===== config.mk =====
export PLATFORM = sky130hd
export DESIGN_NAME = wb_regfile
export DESIGN_NICKNAME = d
export VERILOG_FILES = /design/src/rtl/wb_regfile.sv
export SDC_FILE = /design/constraint.sdc
export NUM_CORES = 2
export LEC_CHECK = 0
export BUFFER_PORTS_ARGS = -buffer_cell sky130_fd_sc_hd__buf_2
export CAP_MARGIN = 25
export CORE_MARGIN = 5
export CORE_UTILIZATION = 64
export CTS_CLUSTER_SIZE = 40
export DETAILED_ROUTE_END_ITERATION = 16
export HOLD_SLACK_MARGIN = 0.12
export PLACE_DENSITY = 0.8
export SYNTH_ARGS = -nofsm -noshare
export SYNTH_HDL_FRONTEND = slang
export SYNTH_SLANG_ARGS = --single-unit

===== constraint.sdc =====
create_clock -name clk -period 2.85 [get_ports clk]
set_input_delay 0.285 -clock clk [delete_from_list [all_inputs] [get_ports clk]]
set_output_delay 0.285 -clock clk [all_outputs]
set_load 0.02 [all_outputs]

===== src/rtl/wb_regfile.sv =====
// Write-back stage and architectural register file for the 5-stage MIPS pipeline.
// Picks the write-back value, commits it on the clock edge, and serves two bypassed read ports.
module wb_regfile #(
  parameter int DATA_W = 32,
  parameter int ADDR_W = 5,
  parameter int CNT_W  = 32
) (
  input  logic              clk,
  input  logic              rst_n,
  input  logic              jump_i,
  input  logic              mem_to_reg_i,
  input  logic              reg_write_i,
  input  logic [DATA_W-1:0] read_data_i,
  input  logic [DATA_W-1:0] alu_result_i,
  input  logic [DATA_W-1:0] link_addr_i,
  input  logic [ADDR_W-1:0] write_reg_i,
  input  logic [ADDR_W-1:0] rs_addr_i,
  input  logic [ADDR_W-1:0] rt_addr_i,
  output logic [DATA_W-1:0] rs_data_o,
  output logic [DATA_W-1:0] rt_data_o,
  output logic [DATA_W-1:0] wb_data_o,
  output logic              wb_en_o,
  output logic [CNT_W-1:0]  write_count_o
);

  localparam int NREG = 2 ** ADDR_W;

  logic [DATA_W-1:0] regs [0:NREG-1];
  logic [CNT_W-1:0]  write_count;

  // Jump outranks memToReg so a linking jump always writes PC+8.
  always_comb begin
    wb_data_o = alu_result_i;
    if (jump_i)
      wb_data_o = link_addr_i;
    else if (mem_to_reg_i)
      wb_data_o = read_data_i;
  end

  assign wb_en_o = reg_write_i && (write_reg_i != '0);

  // Entry 0 is reset and never written, so it stays zero without special casing.
  always_ff @(posedge clk or negedge rst_n) begin
    if (!rst_n) begin
      regs        <= '{default: '0};
      write_count <= '0;
    end else if (wb_en_o) begin
      regs[write_reg_i] <= wb_data_o;
      if (write_count != '1)
        write_count <= write_count + CNT_W'(1);
    end
  end

  assign write_count_o = write_count;

  // Same-cycle write-through; address 0 is forced to zero ahead of any bypass match.
  always_comb begin
    rs_data_o = '0;
    if (rs_addr_i != '0)
      rs_data_o = (wb_en_o && (rs_addr_i == write_reg_i)) ? wb_data_o : regs[rs_addr_i];
  end

  always_comb begin
    rt_data_o = '0;
    if (rt_addr_i != '0)
      rt_data_o = (wb_en_o && (rt_addr_i == write_reg_i)) ? wb_data_o : regs[rt_addr_i];
  end

endmodule


* Word-level counts from Yosys, hierarchy flattened
Cells that the tools add are included. Widths: inputs -> output; s select.
Word-level totals: register bits after elaboration 1056, bits of input ports 116, logic and storage cells 67
Cells by class: add/subtract/negate cells 1, magnitude comparators 4, equality and inequality tests 3, mux-type cells 15, bitwise operators 3, reduce and logical (&&, ||, !) cells 8
Operators with widths (count):
- $bwmux 1024 | 1
- $mux 32 | 11
- $bmux 32 s5 | 2
- $demux 32 s5 | 1
- $add 32x1->32 const B | 1
- $ne 32x32->1 const B | 1
- $ge 6x6->1 const B | 3
- $not 5->6 | 3
- $reduce_bool 5->1 | 3
- $eq 5x5->1 | 2
- $lt 6x1->1 const B | 1
- $logic_and 1x1->1 | 4
- $reduce_and 2->1 | 1

* Depth between registers and ports, before layout
depth in word-level cells 6, gate-level depth with buffers 9

* Worst setup path before layout
No wires, ideal clock.
kind in2out, start point in write_reg_i[2], end point out rs_data_o[10], arrival 2.162 ns, slack 0.403 ns, stages 8, path buffers 4, cell sequence buf_2 > nor3_2 > a21boi_2 > and3_1 > buf_2 > buf_2 > buf_2 > a211oi_1
Between the ends: cells in the longest elaborated chain, start to end 5, elaborated cells on any way between the ends 6, those cells by class 1 x eq/ne; 2 x mux; 3 x reduce/logical
Ends and longest elaborated chain:
- from (decl) | RTL line 16 | input logic [ADDR_W-1:0] write_reg_i,
- $reduce_bool 5->1 | RTL line 40 | assign wb_en_o = reg_write_i && (write_reg_i != '0);
- $logic_and 1x1->1 | RTL line 40
- named net wb_en_o | RTL line 22 | output logic wb_en_o,
- $logic_and 1x1->1 | RTL line 60 | rs_data_o = (wb_en_o && (rs_addr_i == write_reg_i)) ? wb_data_o : regs[rs_addr_i];
- $mux 32 | RTL line 60
- $mux 32 | RTL line 59 | if (rs_addr_i != '0)
- to (decl) | RTL line 19 | output logic [DATA_W-1:0] rs_data_o,
The timed path passes the listed nets, and every way through them passes these cells.

* Worst setup path after layout
start point reg regs[23] in the netlist's numbering, end point out rs_data_o[23]
Between the ends: cells in the longest elaborated chain, start to end 5
Ends and longest elaborated chain:
- from (decl) | RTL line 28 | logic [DATA_W-1:0] regs [0:NREG-1];
- from (signal, indexed assignment) | RTL line 48 | regs[write_reg_i] <= wb_data_o;
- $bmux 32 s5 | RTL line 60
- $mux 32 (not written as such) (2 in a row) | RTL line 60
- $mux 32 | RTL line 60
- $mux 32 | RTL line 59
No other way between the ends. The select of a mux whose other input is x is not followed.

==> out/results.ini <==
[power_and_ir_drop]
power_density_nw_per_um2=703
irDropWorstVdd_mv=0.565
p_leak_nw=28.7

[layout]
nNetsFinal=5515
final_cell_area_sq_um=63600
nFillCells=5378
final_cell_mix=dfrtp_1 (1056), nand2_1 (1048), o21ai_0 (1013)
post-route-util=0.745
syn_to_final_growth_pct=15.3
drive_above_1_share=0.251
multi_input_area_sq_um=26700
final_common_cell=dfrtp_1
seqCellArea_sq_um=26400

[critical_path]
cpMaxStageDelayCell=mux4_2
path_common_cell=buf_4
cp_data_arrival_time_ns=2.72
crit_chain=mux4_2 > o22ai_4 > nor4_2 > nor4_4 > buf_4 > a211oi_1 > buf_4
r2r_cells=6
cpPeakStageDelay_ns=0.52
r2r_end=write_count_o[29]
worst_setup_path_end_kind=primary output
rr_startpoint=write_count_o[0]
critical_path_required_ns=2.57
crit_start=regs[23]
r2r_slack_ns=0.64
critPathLaunchType=flop
crit_type=flop to primary output
endpoint=rs_data_o[23]
cp_max_fo=3

[cts]
cts_tree=built
clock-root-buffer=clkbuf_16
cts_buffers=106
cts_sinks=1056
htree_levels=3
clk_pin_slew_ns=0.06
insertion_delay_ns=0.70
clockBufferDepth=3

[route]
first_pass_iters=9
finalWirelength_mm=206
drt_iter0_markers=8409
vias=49174
route.detailed.drc=0
vias_per_cell=7.41
ant_nets=0
wl_per_cell_microns=31.1

[floorplanning]
core_area_sq_um=85400
start_util=0.646
io_pins=245
die_area_sq_um=92200
fp.dieH_microns=304
rows=107
die_width_microns=304

[synth]
muxShareOfSynthArea=0.210
yosysUniqueCellTypes=65
synthCells=5231
synth-compound-area-share=0.150
synth-edff-count=0
synth.net_count=5348
ys_ff_latch=1056
synthAdderAreaFrac=0.000227
ys_warn_count=0
synth_top_cell_by_area=dfrtp_1
ys_async_sr_fraction=1.00
synth.cell_area_sq_um=55200
synth-xor-area-share=0.00651
syn_avg_cell_area_sq_um=10.6
yosysSeqAreaShare=0.479
ys.flop_type=dfrtp_1
yosysTopAreaCellShare=0.479
synth_simple_gate_area_share=0.106
synth_top_family_by_area=multiplexers
synth.area.top_cells=dfrtp_1 (48%), mux4_2 (16%), o21ai_0 (9.2%)

[global_routing]
grt_pass1_wl_mm=306
grt_pass1_vias=49516
grt_max_degree=102
antenna_found_initial=7
grt_usage=0.438
overflow=0

[timing]
setup_viol=18
min_period_ns=3.00
hold_viol_final=0
tightestPinTransition_ns=1.21
max_clock_freq_mhz=333
fin_skew_ns=0.0201
slew_violations=0
setup_ws_ns=-0.152
relSlewSlack=0.190
fin_crit_sh=1.05
rsz0062_at_grt=true

[worst_hold_path]
hold_class=input port to flop
hold_depth=5

[status]
status=complete, but fails checks
failed_checks=setup timing

[place]
postPlaceCellArea_sq_um=59300
io_buffers=244
hpwl_mm=124
place.gp.congestion=0.957

[job]
maxCapViolCount=0

-- final cells by class --
cell class | instances | share of cell area
multi-input combinational | 3577 | 0.419
timing repair buffer | 613 | 0.0811
sequential | 1056 | 0.415
antenna | 6 | 0.000236
tap | 1144 | 0.0225
clock inverter | 49 | 0.0111
inverter | 44 | 0.00259
clock buffer | 145 | 0.0482
-- how the worst min path moves through the flow --
stage                            end  slack, ns        startpoint
finish                     regs[522]       0.14  alu_result_i[10]
global route               regs[372]       0.16   link_addr_i[20]
CTS                        regs[554]       0.13  alu_result_i[10]
detailed placement  write_count_o[5]       0.33             rst_n
global placement    write_count_o[4]       0.34             rst_n
floorplan                    regs[0]      -0.01             rst_n
-- synthesized netlist by cell type (6+ instances only) --
master / count
a21o_1: 8
a211oi_1: 67
o22ai_1: 153
nand2b_1: 8
and3_1: 6
nor2b_1: 24
and2_1: 6
mux4_2: 388
mux2_2: 75
xor2_1: 26
xnor2_1: 15
o211ai_1: 17
a21oi_1: 19
dfrtp_1: 1056
buf_2: 75
nor4_1: 68
buf_1: 12
nand3_1: 13
nor3_1: 68
inv_1: 42
a221oi_1: 49
a221o_1: 21
mux2i_1: 199
nor2_1: 109
nand4_1: 11
buf_4: 47
clkbuf_1: 399
o21a_1: 25
a211o_1: 21
nand2_1: 1081
o21ai_0: 1013
a22oi_1: 37
buf_6: 19
-- layer usage --
| layer | global-route usage | vias up | share of wire |
|---|---|---|---|
| met1 | 0.539 | 23585 | 0.32 |
| met2 | 0.619 | 4773 | 0.42 |
| met3 | 0.187 | 1459 | 0.17 |
| li1 | - | 19351 | - |
| met5 | 0 | - | 0.00021 |
| met4 | 0.326 | 6 | 0.091 |
-- sequential cells by signal (all words and copies together) (netlist names) --
| signal | cells |
|---|---|
| regs | 1024 |
| write_count_o | 32 |
-- stage by stage --
step / total power [mW] / setup WS [ns] / cells / hold slack [ns] / setup TNS, ns
floorplan: 25.4 / 0.403 / 5231 / -0.0106 / 0
global placement: 28.3 / -0.274 / 6423 / 0.339 / -0.643
detailed placement: 28.9 / -0.306 / 6423 / 0.331 / -0.835
CTS: 44.1 / -0.0827 / 6626 / 0.129 / -0.191
global route: 46.2 / -0.156 / 6628 / 0.160 / -0.695
finish: 44.8 / -0.152 / 6634 / 0.143 / -0.797
-- critical path, delay by kind of cell, from the launching register on --
kind	cells	cell delay (ns)
AND/OR/NAND/NOR	2	0.49
buffers and inverters	2	0.36
AO/OA/AOI/OAI	2	0.23
multiplexers	1	0.52
flip-flops	1	0.40
-- report_power, final --
| part | switching [mW] | internal (mW) |
|---|---|---|
| clock network | 6.27 | 8.98 |
| registers | 2.30 | 17.7 |
| logic | 5.17 | 4.37 |
| total | 13.7 | 31.0 |
-- cell families after synthesis --
family | after synthesis
AOI/OAI and AO/OA | 1452
and+or+nand+nor | 1421
xor gates and xnor gates | 41
adders and majority gates | 1
muxes | 662
buffers and inverters | 598
DFF | 1056
-- timing repair --
action	CTS	global route
gates cloned	0	1
setup endpoints to repair	18	30
pin swaps	11	18
buffers inserted	8	6
hold buffers	3	0
hold endpoints to repair	127	0
resized for setup	29	52
No activity file was read; power rests on OpenSTA's default activity.
